`config.mk`:
```
export PLATFORM = sky130hd
export DESIGN_NAME = mips_mem_access_unit
export DESIGN_NICKNAME = d
export VERILOG_FILES = /design/src/rtl/mips_mem_access_unit.sv
export SDC_FILE = /design/constraint.sdc
export NUM_CORES = 1
export LEC_CHECK = 0
export ABC_AREA = 1
export CELL_PAD_IN_SITES_DETAIL_PLACEMENT = 0
export CELL_PAD_IN_SITES_GLOBAL_PLACEMENT = 1
export CORE_MARGIN = 3
export CORE_UTILIZATION = 31
export CTS_CLUSTER_SIZE = 25
export DETAILED_ROUTE_END_ITERATION = 10
export GPL_TIMING_DRIVEN = 0
export PLACE_DENSITY_LB_ADDON = 0.2
export SLEW_MARGIN = 20
export SYNTH_ARGS = -nofsm -noshare
export SYNTH_HDL_FRONTEND = slang
export SYNTH_SLANG_ARGS = --single-unit
```
`constraint.sdc`:
```
create_clock -name clk -period 1.6 [get_ports clk]
set_input_delay 0.16 -clock clk [delete_from_list [all_inputs] [get_ports clk]]
set_output_delay 0.16 -clock clk [all_outputs]
set_load 0.005 [all_outputs]
```
`src/rtl/mips_mem_access_unit.sv`:
```
// mips_mem_access_unit
//   Avalon-MM load/store master between the multicycle CPU MEM stage and the
//   memory bus. It takes one sized request (byte/half/word/dword, signed or
//   unsigned loads), checks alignment, and runs one bus cycle with the correct
//   byteenable and lane steering. It waits out waitrequest, then returns a
//   single-cycle response.
//
//   Parameters: DATA_W (32 or 64), ADDR_W, TIMEOUT_CYCLES.
//   Build option: define MEM_TIMEOUT_EN to abort a stalled bus cycle after
//   TIMEOUT_CYCLES waitrequest cycles with resp_err=1. Without it the unit
//   waits indefinitely.
//
//   Ports:
//     clk, rst_n                   clock / async active-low reset
//     req_valid/ready/write/size/signed/addr/wdata   CPU request
//     resp_valid/rdata/err         CPU response (one-cycle pulse)
//     address/read/write/waitrequest/writedata/byteenable/readdata  Avalon-MM
//
//   state  | meaning
//   S_IDLE | ready for a request; alignment check on accept
//   S_BUS  | Avalon read/write asserted, waiting for waitrequest=0
//   S_RESP | resp_valid pulse, rdata/err presented
module mips_mem_access_unit #(
    parameter int DATA_W         = 32,
    parameter int ADDR_W         = 32,
    parameter int TIMEOUT_CYCLES = 256
) (
    input  logic                clk,
    input  logic                rst_n,
    input  logic                req_valid,
    output logic                req_ready,
    input  logic                req_write,
    input  logic [1:0]          req_size,
    input  logic                req_signed,
    input  logic [ADDR_W-1:0]   req_addr,
    input  logic [DATA_W-1:0]   req_wdata,
    output logic                resp_valid,
    output logic [DATA_W-1:0]   resp_rdata,
    output logic                resp_err,
    output logic [ADDR_W-1:0]   address,
    output logic                read,
    output logic                write,
    input  logic                waitrequest,
    output logic [DATA_W-1:0]   writedata,
    output logic [DATA_W/8-1:0] byteenable,
    input  logic [DATA_W-1:0]   readdata
);

    localparam int BE_W = DATA_W / 8;
    localparam int LSB  = $clog2(BE_W);

    typedef enum logic [1:0] {S_IDLE, S_BUS, S_RESP} state_t;

    state_t              state_q, state_d;
    logic                wr_q, wr_d;
    logic [1:0]          size_q, size_d;
    logic                signed_q, signed_d;
    logic [ADDR_W-1:0]   addr_q, addr_d;
    logic [DATA_W-1:0]   wdata_q, wdata_d;
    logic [DATA_W-1:0]   rdata_q, rdata_d;
    logic                err_q, err_d;

`ifdef MEM_TIMEOUT_EN
    localparam int CNT_W = $clog2(TIMEOUT_CYCLES + 1);
    // Down-counter: loaded on entry to BUS, one tick per stall cycle; the
    // last permitted stall cycle is the one that sees a count of 1.
    logic [CNT_W-1:0]    cnt_q, cnt_d;
`endif

    logic [LSB-1:0]      off;
    logic [LSB+2:0]      shamt;
    logic                bus_act;
    logic                misaligned;
    logic [BE_W-1:0]     be_base;
    logic [DATA_W-1:0]   sh, lmask, load_ext;
    logic                sbit;

    assign off   = addr_q[LSB-1:0];
    assign shamt = {off, 3'b000};

    always_comb begin
        misaligned = 1'b0;
        case (req_size)
            2'd1:    misaligned = req_addr[0];
            2'd2:    misaligned = |req_addr[1:0];
            2'd3:    misaligned = (DATA_W == 32) || (|req_addr[2:0]);
            default: misaligned = 1'b0;
        endcase
    end

    // Load path: move the addressed lane down to bit 0, keep only the access
    // width, then fill the upper bits with the sign bit when requested.
    always_comb begin
        sh      = readdata >> shamt;
        lmask   = '1;
        sbit    = sh[DATA_W-1];
        be_base = '1;
        case (size_q)
            2'd0: begin lmask = DATA_W'(8'hFF);         sbit = sh[7];  be_base = BE_W'(1);    end
            2'd1: begin lmask = DATA_W'(16'hFFFF);      sbit = sh[15]; be_base = BE_W'(2'h3); end
            2'd2: begin lmask = DATA_W'(32'hFFFF_FFFF); sbit = sh[31]; be_base = BE_W'(4'hF); end
            default: begin lmask = '1; sbit = sh[DATA_W-1]; be_base = '1; end
        endcase
        load_ext = (sh & lmask) | ((signed_q && sbit) ? ~lmask : '0);
    end

    assign bus_act    = (state_q == S_BUS);
    assign read       = bus_act && !wr_q;
    assign write      = bus_act && wr_q;
    assign address    = bus_act ? (addr_q & ~ADDR_W'(BE_W - 1)) : '0;
    assign byteenable = bus_act ? (be_base << off) : '0;
    assign writedata  = bus_act ? (wdata_q << shamt) : '0;
    assign req_ready  = (state_q == S_IDLE);
    assign resp_valid = (state_q == S_RESP);
    assign resp_rdata = rdata_q;
    assign resp_err   = err_q;

    always_comb begin
        state_d  = state_q;
        wr_d     = wr_q;
        size_d   = size_q;
        signed_d = signed_q;
        addr_d   = addr_q;
        wdata_d  = wdata_q;
        rdata_d  = rdata_q;
        err_d    = err_q;
`ifdef MEM_TIMEOUT_EN
        cnt_d    = cnt_q;
`endif
        case (state_q)
            S_IDLE: begin
                if (req_valid) begin
                    wr_d     = req_write;
                    size_d   = req_size;
                    signed_d = req_signed;
                    addr_d   = req_addr;
                    wdata_d  = req_wdata;
`ifdef MEM_TIMEOUT_EN
                    cnt_d    = CNT_W'(TIMEOUT_CYCLES);
`endif
                    if (misaligned) begin
                        state_d = S_RESP;
                        err_d   = 1'b1;
                        rdata_d = '0;
                    end else begin
                        state_d = S_BUS;
                    end
                end
            end
            S_BUS: begin
                if (!waitrequest) begin
                    state_d = S_RESP;
                    err_d   = 1'b0;
                    rdata_d = wr_q ? '0 : load_ext;
`ifdef MEM_TIMEOUT_EN
                end else if (cnt_q <= CNT_W'(1)) begin
                    state_d = S_RESP;
                    err_d   = 1'b1;
                    rdata_d = '0;
                end else begin
                    cnt_d = cnt_q - CNT_W'(1);
`endif
                end
            end
            S_RESP:  state_d = S_IDLE;
            default: state_d = S_IDLE;
        endcase
    end

    always_ff @(posedge clk or negedge rst_n) begin
        if (!rst_n) begin
            state_q  <= S_IDLE;
            wr_q     <= 1'b0;
            size_q   <= 2'd0;
            signed_q <= 1'b0;
            addr_q   <= '0;
            wdata_q  <= '0;
            rdata_q  <= '0;
            err_q    <= 1'b0;
`ifdef MEM_TIMEOUT_EN
            cnt_q    <= '0;
`endif
        end else begin
            state_q  <= state_d;
            wr_q     <= wr_d;
            size_q   <= size_d;
            signed_q <= signed_d;
            addr_q   <= addr_d;
            wdata_q  <= wdata_d;
            rdata_q  <= rdata_d;
            err_q    <= err_d;
`ifdef MEM_TIMEOUT_EN
            cnt_q    <= cnt_d;
`endif
        end
    end

endmodule
```
Yosys cells after proc, flatten, opt, wreduce, memory -nomap -nowiden

Index checks and enable logic that the tools add are counted.
W data, S select, Z words.

Register bits: 103
Input port bits: 104
Output and inout bits: 105
Logic and storage cells: 55

Eq/ne operators: 9
Shifts and indexed selects: 3
Mux-type cells: 21
Bitwise gates (word level): 3
Reductions and logical operators: 11

Operators by type and width:

| cell                 | count |
|---|---|
| $mux W32             | 7 |
| $pmux W32 S2         | 2 |
| $and A32 B32 Y32     | 1 |
| $not A32 Y32         | 1 |
| $or A32 B32 Y32      | 1 |
| $shl A32 B5 Y32      | 1 |
| $shr A32 B5 Y32      | 1 |
| $pmux W4 S2          | 1 |
| $eq A2 B1 Y1 const B | 3 |
| $eq A2 B2 Y1 const B | 3 |
| $mux W2              | 3 |
| $logic_not A2 Y1     | 2 |
| $mux W4              | 1 |
| $ne A2 B2 Y1 const B | 2 |
| $pmux W1 S2          | 2 |
| $pmux W2 S2          | 1 |
| $reduce_and A2 Y1    | 2 |
| $reduce_and A4 Y1    | 1 |
| $shl A4 B2 Y4        | 1 |
| $logic_and A1 B1 Y1  | 3 |
| $mux W1              | 3 |
| $pmux W1 S3          | 1 |
| $ne A2 B1 Y1 const B | 1 |
| $reduce_bool A2 Y1   | 1 |
| other kinds (2)      | 2 |

Longest topological paths before layout

Gate-level depths: netlist of the first run.

Depth after elaboration: 8
Mapped depth: 11
Mapped depth without buffers: 9

Worst setup path before layout of the first run

Ideal clock, no wire load.

Path type: register to output
Start point: register state_q[1]
End point: output writedata[29]
Arrival time: 1,186 ps
Required time: 1,440 ps
Setup slack: 254 ps
Stages on the path, launching flop included: 8
Buffers on the path: 2
Cell sequence: dfrtp_1 inv_1 nand2_1 buf_4 nor2_2 inv_2 buf_2 o32ai_1

Cells in the longest elaborated chain, start to end: 2

RTL lines:

| element                  | RTL line | RTL |
|---|---|---|
| start: declaration       | 54       | `state_t state_q, state_d;` |
| start signal: assignment | 184      | `state_q <= state_d;` |
| $eq A2 B1 Y1             | 107      | `assign bus_act = (state_q == S_BUS);` |
| $mux W32                 | 112      | `assign writedata = bus_act ? (wdata_q << shamt) : '0;` |
| end: declaration         | 44       | `output logic [DATA_W-1:0] writedata,` |

Every way passes these cells.

Worst setup path in the final report of the first run

Start point: register state_q[1]
End point: output writedata[16]

The elaborated chain is that of the path after synthesis.

==> results of run 1 <==
## per-stage QoR
step                worst slack [ps]  instance area (µm²)  TNS [ps]  utilization, %  hold slack [ps]
finish                          -272                 8970    -14830            53.7              261
global route                    -362                 8970    -23970            53.7              300
CTS                             -292                 8460    -11620            50.6              263
detailed placement              -543                 7700    -24570            46.1             75.9
global placement               -3720                 7670   -406260            45.9              466
floorplan                        254                 5330         0               -             -136
## registers in the layout, summed over array words and instances, names as in the netlist
signal,count
addr_q,32
resp_err,1
resp_rdata,32
signed_q,1
size_q,2
state_q,2
wdata_q,32
wr_q,1
## path summary, 6_finish.rpt
kind	from	slack, ps	endpoint	depth (start not counted)
worst max-delay path	state_q[1]	-270	writedata[16]	8
worst min-delay path	rst_n	260	wdata_q[24]	2
worst max register to register	state_q[1]	-80	resp_rdata[11]	10
worst min register to register	resp_rdata[25]	490	resp_rdata[25]	2
max in group asynchronous	rst_n	670	size_q[1]	3
min in group clk	req_addr[29]	380	addr_q[29]	3
## cell families after synthesis
kind of cell / after synthesis
compound gates: 121
buf+inv: 101
flops: 103
mux: 24
other cells: 1
simple gates: 322
## power by group through the flow
stage / sequential (µW) / combinational [µW] / clock (µW)
after floorplan: 3900 / 3150 / 0
after global placement: 3970 / 5470 / 0
after detailed placement: 3990 / 5520 / 0
after CTS: 3970 / 6420 / 2480
after global routing: 4130 / 7830 / 2570
final: 4030 / 7170 / 2420
## cell usage after synthesis
cell type and number:
a21oi_1 63, a221oi_1 1, buf_1 2, buf_12 1
buf_2 25, buf_4 7, buf_6 2, clkbuf_1 9
conb_1 1, dfrtp_1 103, inv_1 50, inv_2 4
inv_4 1, mux2_1 8, mux2_2 16, nand2_1 130
nand2_2 11, nand2_4 2, nand3_1 33, nand3_2 3
nand3b_1 1, nor2_1 141, nor2_2 1, o211ai_1 7
o21ai_0 20, o21ai_1 14, o32ai_1 16
## area by class of cell
type	instances	area share [%]
multi-input cells	469	33.4
flip-flops and latches	103	28.7
repair buffers	234	23.8
plain buffers	46	4.99
well taps	220	3.07
clock buffers	11	2.82
inverters	55	2.44
clock inverters	3	0.753
## metal layers
| layer | up-vias | track usage [%] | wire length [µm] |
|---|---|---|---|
| li1 | 2658 | - | - |
| met1 | 2588 | 27.9 | 8620 |
| met2 | 209 | 32.2 | 9140 |
| met3 | 29 | 5.77 | 1500 |
| met4 | 0 | 7.93 | 452 |
| met5 | - | 0 | 0 |
## repair_timing
item                       in CTS  in global routing
gates resized for setup       395                135
hold buffers                    1                  0
cloned                          4                  3
pin swaps                      11                 21
setup endpoints to repair     100                144
hold endpoints to repair       34                  0
setup buffers                  17                  4
## worst reg2reg max path, stage by stage, from the launching register on
cell and delay [ps]:
dfrtp_1 390, inv_2 70, nand2_2 60, buf_6 130, buf_4 130, buf_6 120
o21ai_4 220, nand2_8 150, clkbuf_16 210, nand2_2 50, nand2_1 50
==> flow_metrics.tcl, run 1 <==
set metrics [dict create \
    status "complete, but fails checks" \
    violations "negative setup slack" \
    switching_share_pct 40.3 \
    hold_path_class "input pin to async pin" \
    ios 209 \
    synth_area_leaders "dfrtp_1, nor2_1, nand2_1, a21oi_1, inv_1" \
    avgSynthCellArea_um2 7.93 \
    final_cell_mix "clkdlybuf4s50_1, dfrtp_1, nor2_1, nand2_1, buf_2" \
    worstSetupPathType "flop to output pin" \
    slew_viol_final 0 \
    final_layout_size_suffix_gt1_share_pct 33.0 \
    fin_cells 1141 \
    grt_pass1_vias 5574 \
    ys_seq_area_share_pct 48.4 \
    synth_area_mm2 0.00533 \
    seqPwrFrac_pct 29.6 \
    antenna_found_initial 0 \
    gp_congestion 0.853 \
    synth_top_family_by_area "simple AND/OR/NAND/NOR gates" \
    drt_iter0_markers 264 \
    cpMostUsedCell "buf_6" \
    totalWireLength_um 19700 \
    clock_latency_ps 350 \
    drc 0 \
    combPwrFrac_pct 52.6 \
    hpwlAfterDp_um 14300 \
    cts_max_path_buffers 2 \
    antenna_left 0 \
    die_width_um 137 \
    critPathCaptureType "output pin" \
    synth_simple_gate_area_share_pct 24.7 \
    die_area_mm2 0.0188 \
    synth_xor_area_share_pct 0 \
    intPower_uw 8140 \
    crit_slowest_cell "dfrtp_1" \
    path_max_fanout 5 \
    ir_drop_mv 0.654 \
    power_density_mw_per_mm2 1520 \
    setup_ws_ps -272 \
    htree_levels 3 \
    seqCellArea_mm2 0.00258 \
    cts_tree "yes" \
    ys_warn_count 0 \
    nets 1022 \
    grt_pass1_wl_um 30400 \
    critical-path-top-delay-family "buffers and inverters" \
    maxCapViolations 0 \
    fillCellCount 1608 \
    skew_ps 8.59 \
    hold_viol 0 \
    start_util_pct 31.9 \
    track_usage_pct 20.9 \
    final_common_cell "clkdlybuf4s50_1" \
    startpoint_type "flop" \
    rsz0062_at_grt "true" \
    viasPerCell 4.81 \
    setup_violations 101 \
    diodes 0 \
    yosys.area.top_type "dfrtp_1" \
    clockRootBuffer "clkbuf_16" \
    p_sw_uw 5490 \
    power.leakage_uw 0.00422 \
    critPathBufInv 5 \
    grt.overflow.total 0 \
    max_stage_delay_ps 390 \
    grt_max_degree 70 \
    synth_cells 672 \
    path_cells "inv_2 -> nand2_2 -> buf_6 -> nor2_4 -> inv_4 -> buf_6 -> o32ai_4 -> buf_2" \
    total_power_uw 13600 \
    numClockSinks 103 \
    port_buffers 206 \
    multi_input_area_mm2 0.00299 \
    pwr-share-clk_pct 17.8 \
    finalCriticalPeriod_ps 1870 \
    finalCritPeriodShare_pct 117 \
    via_count 5484 \
    synthMuxAreaShare_pct 5.07 \
    synthAdderAreaFrac_pct 0 \
    first_pass_iters 6 \
    clk_pin_slew_ps 70 \
    wire_per_inst_um 17.3 \
    synth_compound_area_share_pct 12.9 \
    cts_made_buffers 9 \
    max_clock_freq_mhz 534 \
    yosysTopAreaCellShare_pct 48.4 \
    core_area_mm2 0.0167 \
    crit_required_ps 1440 \
    die_h_um 137 \
    ys_types 27 \
    row_count 47 \
    area_growth_pct 68.4 \
    ys_seq_elements 103 \
    arrival_ps 1710 \
    dp_cells 1100 \
]
No activity file was read; power rests on OpenSTA's default activity.
==> run 2, diff against run 1 <==
--- a/config.mk
+++ b/config.mk
@@ -9,7 +9,7 @@
 export CELL_PAD_IN_SITES_DETAIL_PLACEMENT = 0
 export CELL_PAD_IN_SITES_GLOBAL_PLACEMENT = 1
 export CORE_MARGIN = 3
-export CORE_UTILIZATION = 31
+export CORE_UTILIZATION = 34
 export CTS_CLUSTER_SIZE = 25
 export DETAILED_ROUTE_END_ITERATION = 10
 export GPL_TIMING_DRIVEN = 0
==> constraint.sdc (replaced) <==
create_clock -name clk -period 2.3 [get_ports clk]
set_input_delay 0.23 -clock clk [delete_from_list [all_inputs] [get_ports clk]]
set_output_delay 0.23 -clock clk [all_outputs]
set_load 0.005 [all_outputs]
==> run 2 against run 1 <==
Compared with the run above: the flow now finishes without violations; critical path depth decreased by 1; register-to-register slack better by 660 ps; total power decreased by 37%; die area down 8.5%; routed wire length decreased by 6.7%; clock-buffer cell count down 2; flip-flop and latch count did not move; non-clock buffer count down 24; first-iteration DRC count up 23%; cell count fell by 2.7%; global-route usage increased by 0.11 points; core utilization increased by 0.077 points; largest power group unchanged; highest routed layer unchanged.
==> flow_metrics.tcl, run 2 (same netlist as run 1, synthesis figures left out) <==
set metrics [dict create \
    multi_input_area_mm2 0.00243 \
    drc 0 \
    whs_ps 339 \
    port_buffers 206 \
    power_density_mw_per_mm2 1040 \
    critical-path-top-delay-family "buffers and inverters" \
    row_count 45 \
    final_cell_mix "clkdlybuf4s50_1, nor2_1, nand2_1, dfrtp_1, a21oi_1" \
    maxCapViolations 0 \
    place_ws_ps 38.2 \
    max_stage_delay_ps 370 \
    hold_viol 0 \
    finalCritPeriodShare_pct 96.3 \
    seqCellArea_mm2 0.00258 \
    clockRootBuffer "clkbuf_16" \
    design_area_mm2 0.00821 \
    arrival_ps 1980 \
    critPathBufInv 5 \
    grt.overflow.total 0 \
    setup_violations 0 \
    power.leakage_uw 0.00397 \
    crit_slowest_cell "dfrtp_1" \
    antenna_found_initial 0 \
    clk_pin_slew_ps 70 \
    htree_levels 3 \
    critPathCaptureType "output pin" \
    gp_congestion 0.902 \
    worstSetupPathType "flop to output pin" \
    clock_latency_ps 350 \
    skew_ps 6.43 \
    antenna_left 0 \
    core_area_mm2 0.0153 \
    cts_tree "yes" \
    setup_tns_ps 0 \
    path_max_fanout 10 \
    area_growth_pct 54.1 \
    grt_pass1_vias 5662 \
    grt_max_degree 69 \
    startpoint_type "flop" \
    ios 209 \
    finalCriticalPeriod_ps 2210 \
    crit_required_ps 2070 \
    cts_max_path_buffers 2 \
    max_clock_freq_mhz 452 \
    rsz0062_at_grt "true" \
    viasPerCell 4.93 \
    hold_path_class "input pin to async pin" \
    track_usage_pct 21.0 \
    grt_pass1_wl_um 29100 \
    nets 998 \
    final_layout_size_suffix_gt1_share_pct 13.1 \
    setup_ws_ps 85.2 \
    path_cells "buf_6 -> inv_4 -> buf_6 -> buf_2 -> nor2_1 -> o32ai_4 -> dlygate4sd2_1" \
    first_pass_iters 5 \
    drt_iter0_markers 326 \
    placed_cell_area_mm2 0.00768 \
    hpwlAfterDp_um 13900 \
    status "complete, no violations" \
    die_h_um 131 \
    tightest_slew_ps 587 \
    cts_made_buffers 9 \
    die_width_um 131 \
    wire_per_inst_um 16.6 \
    totalWireLength_um 18400 \
    via_count 5472 \
    die_area_mm2 0.0172 \
    slew_viol_final 0 \
    maxSlewHeadroom_pct 60.9 \
    diodes 0 \
    cpMostUsedCell "buf_6" \
    start_util_pct 34.9 \
    final_util_pct 53.8 \
    fillCellCount 1469 \
    ir_drop_mv 0.432 \
    numClockSinks 103 \
    final_common_cell "clkdlybuf4s50_1" \
]
run 2: changes by cell type in the layout (fill, tap and decap cells not counted), sizes merged:
cell / previous run / this run
clkdlybuf4s15: 4 / 1
dlygate4sd2: 1 / 28
inv: 55 / 56
clkinvlp: 1 / 2
clkdlybuf4s50: 136 / 171
buf: 122 / 41
clkinv: 0 / 1
dlymetal6s2s: 0 / 4
clkbuf: 27 / 19
bufinv: 2 / 3
run 2: cell type report:
type	instances	share of cell area [%]
buffer	46	3.64
clock buffer	9	2.74
clock inverter	7	1.45
inverter	55	2.55
multi-input combinational	469	29.6
sequential	103	31.4
tap	211	3.22
timing repair buffer	210	25.4
run 2: through the flow:
step,cells,power [µW]
floorplan,673,4900
global placement,1090,6520
detailed placement,1091,6600
CTS,1110,8490
global route,1110,9090
finish,1110,8530
run 2: repair_timing:
action                                  4_1_cts  5_1_grt
buffers inserted                              2        0
endpoints found under the setup margin       35       30
pin swaps                                     5        0
hold buffers                                  1        0
resized for setup                            59       23
endpoints found under the hold margin        35        0
run 2: path summary, 6_finish.rpt:
path / startpoint / to / slack (ps) / depth (start not counted)
min in group clk: req_addr[15] / addr_q[15] / 450 / 3
min: rst_n / resp_rdata[2] / 340 / 2
max in group asynchronous: rst_n / addr_q[1] / 1290 / 3
min reg2reg: resp_rdata[23] / resp_rdata[23] / 480 / 2
max reg2reg: state_q[0] / resp_rdata[31] / 580 / 7
max: addr_q[0] / writedata[25] / 90 / 7
run 2: worst reg2reg max path, stage by stage (launching register included):
cell and delay, ps:
dfrtp_1 420, nand2_1 120, nor2_1 60, nand2_1 230, clkbuf_1 500, a21oi_1 130
nand2_2 100, nand2_1 50
run 2: layer usage:
layer | vias to the layer above | track usage (%) | share of wire [%]
met3 | 23 | 6.24 | 8.3
met1 | 2623 | 26.9 | 43
li1 | 2609 | - | -
met2 | 217 | 34.2 | 47
met5 | - | 0 | 0
met4 | 0 | 6.83 | 1.9
run 2: power by group:
part	switching (µW)	internal [µW]	leakage (µW)
combinational	2240	1750	0.00257
clock	709	1070	0.000162
sequential	324	2440	0.00124
total	3270	5260	0.00397
